[config.mk]
export PLATFORM = sky130hd
export DESIGN_NAME = apb_master_flat
export DESIGN_NICKNAME = d
export VERILOG_FILES = /design/src/rtl/apb_pkg.sv /design/src/rtl/apb_master_if.sv /design/src/rtl/apb_wait_timer.sv /design/src/rtl/apb_master.sv /design/src/flat_wrapper.sv
export SDC_FILE = /design/constraint.sdc
export NUM_CORES = 1
export LEC_CHECK = 0
export ABC_AREA = 1
export CAP_MARGIN = 20
export CORE_MARGIN = 1.5
export CORE_UTILIZATION = 30
export DETAILED_ROUTE_END_ITERATION = 8
export PLACE_DENSITY_LB_ADDON = 0.08
export SYNTH_ARGS = -nofsm -noshare
export SYNTH_HDL_FRONTEND = slang
export SYNTH_SLANG_ARGS = --single-unit
[constraint.sdc]
create_clock -name pclk -period 1.4 [get_ports pclk]
set_clock_uncertainty 0.2 [all_clocks]
set_input_delay 0.28 -clock pclk [delete_from_list [all_inputs] [get_ports pclk]]
set_output_delay 0.28 -clock pclk [all_outputs]
set_load 0.1 [all_outputs]
[src/rtl/apb_pkg.sv]
// rtl/apb_pkg.sv - shared APB state encoding and default bus widths
package apb_pkg;

    localparam int unsigned APB_ADDR_W = 8;
    localparam int unsigned APB_DATA_W = 32;

    // 2'b11 is unused; the master treats it as a fault and returns to IDLE
    typedef enum logic [1:0] {
        IDLE   = 2'b00,
        SETUP  = 2'b01,
        ACCESS = 2'b10
    } apb_state_t;

endpackage

[src/rtl/apb_master_if.sv]
// rtl/apb_master_if.sv - APB bus signal bundle with master and slave views
interface apb_master_if #(
    parameter int unsigned ADDR_W = apb_pkg::APB_ADDR_W,
    parameter int unsigned DATA_W = apb_pkg::APB_DATA_W
);

    logic              psel;
    logic              penable;
    logic              pwrite;
    logic [ADDR_W-1:0] paddr;
    logic [DATA_W-1:0] pwdata;
    logic [DATA_W-1:0] prdata;
    logic              pready;
    logic              pslverr;

    modport master (
        output psel, penable, pwrite, paddr, pwdata,
        input  prdata, pready, pslverr
    );

    modport slave (
        input  psel, penable, pwrite, paddr, pwdata,
        output prdata, pready, pslverr
    );

endinterface

[src/rtl/apb_wait_timer.sv]
// rtl/apb_wait_timer.sv - ACCESS wait-state counter that flags a stalled slave
module apb_wait_timer #(
    parameter int unsigned TIMEOUT_CYCLES = 16
) (
    input  logic pclk,
    input  logic preset,
    input  logic clear,
    input  logic tick,
    output logic expire
);

    localparam int unsigned CNT_W = $clog2(TIMEOUT_CYCLES + 1);
    localparam logic [CNT_W-1:0] CNT_MAX  = CNT_W'(TIMEOUT_CYCLES);
    localparam logic [CNT_W-1:0] CNT_LAST = CNT_W'(TIMEOUT_CYCLES - 1);

    logic [CNT_W-1:0] count_q;

    // count ACCESS cycles in which the slave held pready low
    always_ff @(posedge pclk) begin
        if (preset) begin
            count_q <= '0;
        end else if (clear) begin
            count_q <= '0;
        end else if (tick && (count_q != CNT_MAX)) begin
            count_q <= count_q + 1'b1;
        end
    end

    // the wait cycle that brings the count to TIMEOUT_CYCLES ends the transfer
    assign expire = tick && (count_q == CNT_LAST);

endmodule

[src/rtl/apb_master.sv]
// rtl/apb_master.sv - single-outstanding APB requester (optional timeout: APB_MASTER_TIMEOUT_EN)
module apb_master
    import apb_pkg::*;
#(
    parameter int unsigned ADDR_W         = APB_ADDR_W,
    parameter int unsigned DATA_W         = APB_DATA_W,
    parameter int unsigned TIMEOUT_CYCLES = 16
) (
    input  logic              pclk,
    input  logic              preset,
    input  logic              cmd_valid,
    output logic              cmd_ready,
    input  logic              cmd_write,
    input  logic [ADDR_W-1:0] cmd_addr,
    input  logic [DATA_W-1:0] cmd_wdata,
    output logic              rsp_valid,
    output logic [DATA_W-1:0] rsp_rdata,
    output logic              rsp_err,
    apb_master_if.master      apb
);

    apb_state_t        state_q, state_d;
    logic              psel_q, psel_d;
    logic              penable_q, penable_d;
    logic              pwrite_q, pwrite_d;
    logic [ADDR_W-1:0] paddr_q, paddr_d;
    logic [DATA_W-1:0] pwdata_q, pwdata_d;
    logic              rsp_valid_q, rsp_valid_d;
    logic [DATA_W-1:0] rsp_rdata_q, rsp_rdata_d;
    logic              rsp_err_q, rsp_err_d;
    logic              timeout_hit;

`ifdef APB_MASTER_TIMEOUT_EN
    apb_wait_timer #(
        .TIMEOUT_CYCLES(TIMEOUT_CYCLES)
    ) u_wait_timer (
        .pclk  (pclk),
        .preset(preset),
        .clear (state_q == SETUP),
        .tick  ((state_q == ACCESS) && !apb.pready),
        .expire(timeout_hit)
    );
`else
    logic unused_timeout;
    assign unused_timeout = (TIMEOUT_CYCLES == 0);
    assign timeout_hit    = 1'b0;
`endif

    // next state and next registered outputs; everything holds unless changed
    always_comb begin
        state_d     = state_q;
        psel_d      = psel_q;
        penable_d   = penable_q;
        pwrite_d    = pwrite_q;
        paddr_d     = paddr_q;
        pwdata_d    = pwdata_q;
        rsp_valid_d = 1'b0;
        rsp_rdata_d = rsp_rdata_q;
        rsp_err_d   = rsp_err_q;
        case (state_q)
            IDLE: begin
                if (cmd_valid) begin
                    pwrite_d  = cmd_write;
                    paddr_d   = cmd_addr;
                    pwdata_d  = cmd_write ? cmd_wdata : '0;
                    psel_d    = 1'b1;
                    penable_d = 1'b0;
                    state_d   = SETUP;
                end
            end
            SETUP: begin
                penable_d = 1'b1;
                state_d   = ACCESS;
            end
            ACCESS: begin
                if (apb.pready) begin
                    psel_d      = 1'b0;
                    penable_d   = 1'b0;
                    rsp_valid_d = 1'b1;
                    rsp_err_d   = apb.pslverr;
                    rsp_rdata_d = pwrite_q ? '0 : apb.prdata;
                    state_d     = IDLE;
                end else if (timeout_hit) begin
                    psel_d      = 1'b0;
                    penable_d   = 1'b0;
                    rsp_valid_d = 1'b1;
                    rsp_err_d   = 1'b1;
                    rsp_rdata_d = '0;
                    state_d     = IDLE;
                end
            end
            default: begin
                psel_d    = 1'b0;
                penable_d = 1'b0;
                state_d   = IDLE;
            end
        endcase
    end

    // state and output registers; reset aborts any transfer in flight
    always_ff @(posedge pclk) begin
        if (preset) begin
            state_q     <= IDLE;
            psel_q      <= 1'b0;
            penable_q   <= 1'b0;
            pwrite_q    <= 1'b0;
            paddr_q     <= '0;
            pwdata_q    <= '0;
            rsp_valid_q <= 1'b0;
            rsp_rdata_q <= '0;
            rsp_err_q   <= 1'b0;
        end else begin
            state_q     <= state_d;
            psel_q      <= psel_d;
            penable_q   <= penable_d;
            pwrite_q    <= pwrite_d;
            paddr_q     <= paddr_d;
            pwdata_q    <= pwdata_d;
            rsp_valid_q <= rsp_valid_d;
            rsp_rdata_q <= rsp_rdata_d;
            rsp_err_q   <= rsp_err_d;
        end
    end

    assign cmd_ready   = (state_q == IDLE);
    assign rsp_valid   = rsp_valid_q;
    assign rsp_rdata   = rsp_rdata_q;
    assign rsp_err     = rsp_err_q;
    assign apb.psel    = psel_q;
    assign apb.penable = penable_q;
    assign apb.pwrite  = pwrite_q;
    assign apb.paddr   = paddr_q;
    assign apb.pwdata  = pwdata_q;

endmodule

[src/flat_wrapper.sv]
// flat-port wrapper written by rule: the top's interface ports become plain ports
module apb_master_flat import apb_pkg::*;
#(
    parameter int unsigned ADDR_W         = APB_ADDR_W,
    parameter int unsigned DATA_W         = APB_DATA_W,
    parameter int unsigned TIMEOUT_CYCLES = 16
)
  (pclk, preset, cmd_valid, cmd_ready, cmd_write, cmd_addr, cmd_wdata, rsp_valid, rsp_rdata, rsp_err, apb_psel, apb_penable, apb_pwrite, apb_paddr, apb_pwdata, apb_prdata, apb_pready, apb_pslverr);
  apb_master_if #(.ADDR_W(ADDR_W), .DATA_W(DATA_W)) apb_i ();
  input  logic pclk;
  input  logic preset;
  input  logic cmd_valid;
  output logic cmd_ready;
  input  logic cmd_write;
  input  logic [ADDR_W-1:0] cmd_addr;
  input  logic [DATA_W-1:0] cmd_wdata;
  output logic rsp_valid;
  output logic [DATA_W-1:0] rsp_rdata;
  output logic rsp_err;
  output wire logic [$bits(apb_i.psel)-1:0] apb_psel;
  output wire logic [$bits(apb_i.penable)-1:0] apb_penable;
  output wire logic [$bits(apb_i.pwrite)-1:0] apb_pwrite;
  output wire logic [$bits(apb_i.paddr)-1:0] apb_paddr;
  output wire logic [$bits(apb_i.pwdata)-1:0] apb_pwdata;
  input wire logic [$bits(apb_i.prdata)-1:0] apb_prdata;
  input wire logic [$bits(apb_i.pready)-1:0] apb_pready;
  input wire logic [$bits(apb_i.pslverr)-1:0] apb_pslverr;
  assign apb_psel = apb_i.psel;
  assign apb_penable = apb_i.penable;
  assign apb_pwrite = apb_i.pwrite;
  assign apb_paddr = apb_i.paddr;
  assign apb_pwdata = apb_i.pwdata;
  assign apb_i.prdata = apb_prdata;
  assign apb_i.pready = apb_pready;
  assign apb_i.pslverr = apb_pslverr;
  apb_master #(.ADDR_W(ADDR_W), .DATA_W(DATA_W), .TIMEOUT_CYCLES(TIMEOUT_CYCLES)) u_core (.pclk(pclk), .preset(preset), .cmd_valid(cmd_valid), .cmd_ready(cmd_ready), .cmd_write(cmd_write), .cmd_addr(cmd_addr), .cmd_wdata(cmd_wdata), .rsp_valid(rsp_valid), .rsp_rdata(rsp_rdata), .rsp_err(rsp_err), .apb(apb_i));
endmodule
==> results by group <==
CTS
  • Clock-pin slew on the worst setup and hold paths: 0.07 ns
  • Clock latency on the worst-skew pair: 0.34 ns
  • Clock root cell: clkbuf_8
  • TritonCTS clock tree: done
  • TritonCTS Buffers: 9
  • H-tree level count: 3
  • Clock sinks: 78
  • CTS max path bufs: 2

Detailed routing
  • WL per Instance: 13.43 um
  • Vias per cell: between 4 and 5
  • Drt total wl: ~9.7 mm
  • DR DRC count: 0
  • DRT Pass-1 Iters: 4
  • DR iter-0 viols: 111
  • Via count: 3230
  • Final antenna-violating net count: 0

Global route
  • Gr usage total: between 15 and 20%
  • Pin count of the biggest net entering global routing: 43
  • Vias in the first global route: 3147
  • Gr ovfl total: 0
  • Initial antenna violation count: 0
  • First-pass GRT wire length: 15.24 mm

Yosys
  • Post-synthesis simple-gate area fraction: about 28%
  • Register area share after synthesis: a little under half
  • Largest family of logic cells by synthesized area: simple AND/OR/NAND/NOR gates
  • Synth unique cells: 20
  • Post-synthesis adder-cell area fraction: 0%
  • Yosys reg bits: 78
  • Synth Area in Compound Gates: 13.12%
  • Ys Warns: 0
  • Mapped Area: 3262 um^2
  • Syn_area_per_cell: just under 8 um^2
  • Net Count, Synth: 500
  • Synth Area in XOR/XNOR: 0%
  • Multiplexer area fraction after synthesis: 0%
  • Mapped Cells: 422

Place
  • HPWL Detailed: 6.919 mm
  • Placer Congestion: slightly above 0.7
  • Dpl cells: 701
  • I/O Buffers: 155
  • Dpl cell area: 5903 um^2

Timing
  • Endpoints failing hold: 0
  • Min Clock Period, post-route: between 1.5 and 2 ns
  • Achievable Freq: approximately 640 MHz
  • Final Max Tran Viols: 0
  • RSZ-0062 raised after global routing: yes
  • Fin worst setup slack: -0.1530 ns
  • Worst rel slew slack: 74.42%
  • Slew @ Worst Pin: around 0.38 ns
  • Final setup violation count: 2
  • Tcrit/Tclk final: 110.9%

Worst setup path
  • Critical path arrival: roughly 1.1 ns
  • Setup crit end kind: primary output
  • Crit Path Class: flip-flop to primary output
  • CP max FO: 3
  • Crit path launch type: flip-flop
  • Critical path required time: 0.92 ns

Floorplanning
  • Die width: 107.3 um
  • Starting density of the core: a little under a third
  • Core area: approximately 10000 um^2
  • Row cnt: 37
  • Die footprint: around 12000 um^2
  • # IOs: 156
  • Die height: 107.3 um

Power and ir drop
  • Leak: 2.676 nW
  • Peak supply drop: 0.4352 mV
  • Pwr/cell area: ~1000 nW/um^2
  • Overall power: ~0.0062 W

Cells and area
  • Layout fillers: 905
  • Fin area: slightly above 6000 um^2
  • Layout Area Growth over Synthesis: 90.33%
  • Share of cells above drive strength 1: 40.07%
  • Final core occ: 59.60%
  • Ant diodes: 0
  • Final Net Count: about 660
  • Fin cells: 720

Outcome
  • Status: finished, violations left
  • Failing checks: setup timing

Worst hold path
  • Hold Path Class: input pin to flip-flop

Flow run
  • # Max-Cap Violations: 0
synthesized netlist by cell type:
library cell	n	area, um^2
nor2_2	1	6.260
buf_2	14	70.07
inv_2	2	7.510
nand3_1	67	335.3
o21ai_2	26	227.7
buf_4	2	15.01
inv_1	35	131.4
dfxtp_1	78	1562
nor2_4	1	11.26
buf_1	1	3.750
buf_6	9	101.4
clkbuf_1	7	26.28
nand3b_1	8	60.06
nand2_1	106	397.9
nor2_1	22	82.58
nand2_2	2	12.51
a21oi_1	33	165.2
nand2_4	1	11.26
o21ai_0	4	20.02
o21ai_1	3	15.01
path summary, 6_finish.rpt:
check	slack (ns)	cells after the start	end	start
hold / removal	0.11	3	u_core.state_q[0]	cmd_valid
setup / recovery	-0.15	3	cmd_ready	u_core.state_q[1]
setup reg to reg	0.02	6	u_core.apb.pwdata[15]	u_core.state_q[1]
hold reg to reg	0.28	2	u_core.apb.pwdata[8]	u_core.apb.pwdata[8]
kinds of logic (layout without fill, tap and decap cells):
group / count (synthesis) / in the layout
buffers and inverters: 70 / 232
DFF: 78 / 78
AOI/OAI and AO/OA: 66 / 66
and+or+nand+nor: 208 / 208
registers in the layout, indices dropped and copies added (netlist names):
name and flops:
u_core.rsp_err 1, u_core.apb.pwrite 1, u_core.rsp_rdata 32, u_core.apb.paddr 8
u_core.apb.pwdata 32, u_core.state_q 2, u_core.apb.psel 1, u_core.rsp_valid 1
cell type report:
type	count	area (um^2)	area share [%]
well taps	136	170.2	2.741
repair buffers	179	2644	42.58
flip-flops and latches	78	1664	26.80
clock inverters	5	82.58	1.330
clock buffers	11	141.4	2.277
inverters	37	138.9	2.237
multi-input cells	274	1368	22.03
cells in the final DEF, fill, tap and decap left out, drive strengths merged:
cell,netlist,final
clkinvlp,0,3
clkdlybuf4s50,0,75
nand3,67,67
clkbuf,7,13
a21oi,33,33
nand2,109,109
nor2,24,24
o21ai,33,33
dfxtp,78,78
buf,26,101
inv,37,37
nand3b,8,8
dlymetal6s2s,0,1
bufinv,0,2
stage by stage:
stage                     hold slack [ns]  worst slack, ns  TNS [ns]
final                              0.1076          -0.1530   -0.2556
after global routing               0.1101          -0.1985   -0.6686
after floorplan                    0.2235         -0.03128   -0.6242
after detailed placement           0.2724          -0.3023    -16.95
after global placement             0.2678          -0.2496    -15.20
after CTS                         0.05797          -0.1874   -0.3215
worst max-delay path, cell delays in order, from the launching register on:
cell     delay [ns]
dfxtp_4        0.36
nor2_4         0.09
buf_6          0.12
buf_12         0.16
power breakdown:
group | leakage (nW) | internal, W | switching [W] | total, W
Combinational | 1.90 | 0.000790 | 0.00115 | 0.00194
Sequential | 0.671 | 0.00233 | 0.000102 | 0.00244
Clock | 0.102 | 0.00105 | 0.000821 | 0.00187
per-layer routing:
metal / GRT usage (%) / share of wire, % / vias to the layer above
met5: 0 / 0 / -
met4: 7.429 / 2.0 / 0
met3: 4.843 / 7.2 / 14
met2: 28.53 / 49 / 96
met1: 19.59 / 41 / 1457
li1: - / - / 1663
timing repair:
| item | CTS | global route |
|---|---|---|
| hold buffers | 0 | 0 |
| setup endpoints to repair | 2 | 20 |
| setup buffers | 1 | 0 |
| hold endpoints to repair | 0 | 0 |
| gates cloned | 0 | 2 |
| gates resized for setup | 2 | 8 |
No activity file was read; power rests on OpenSTA's default activity.
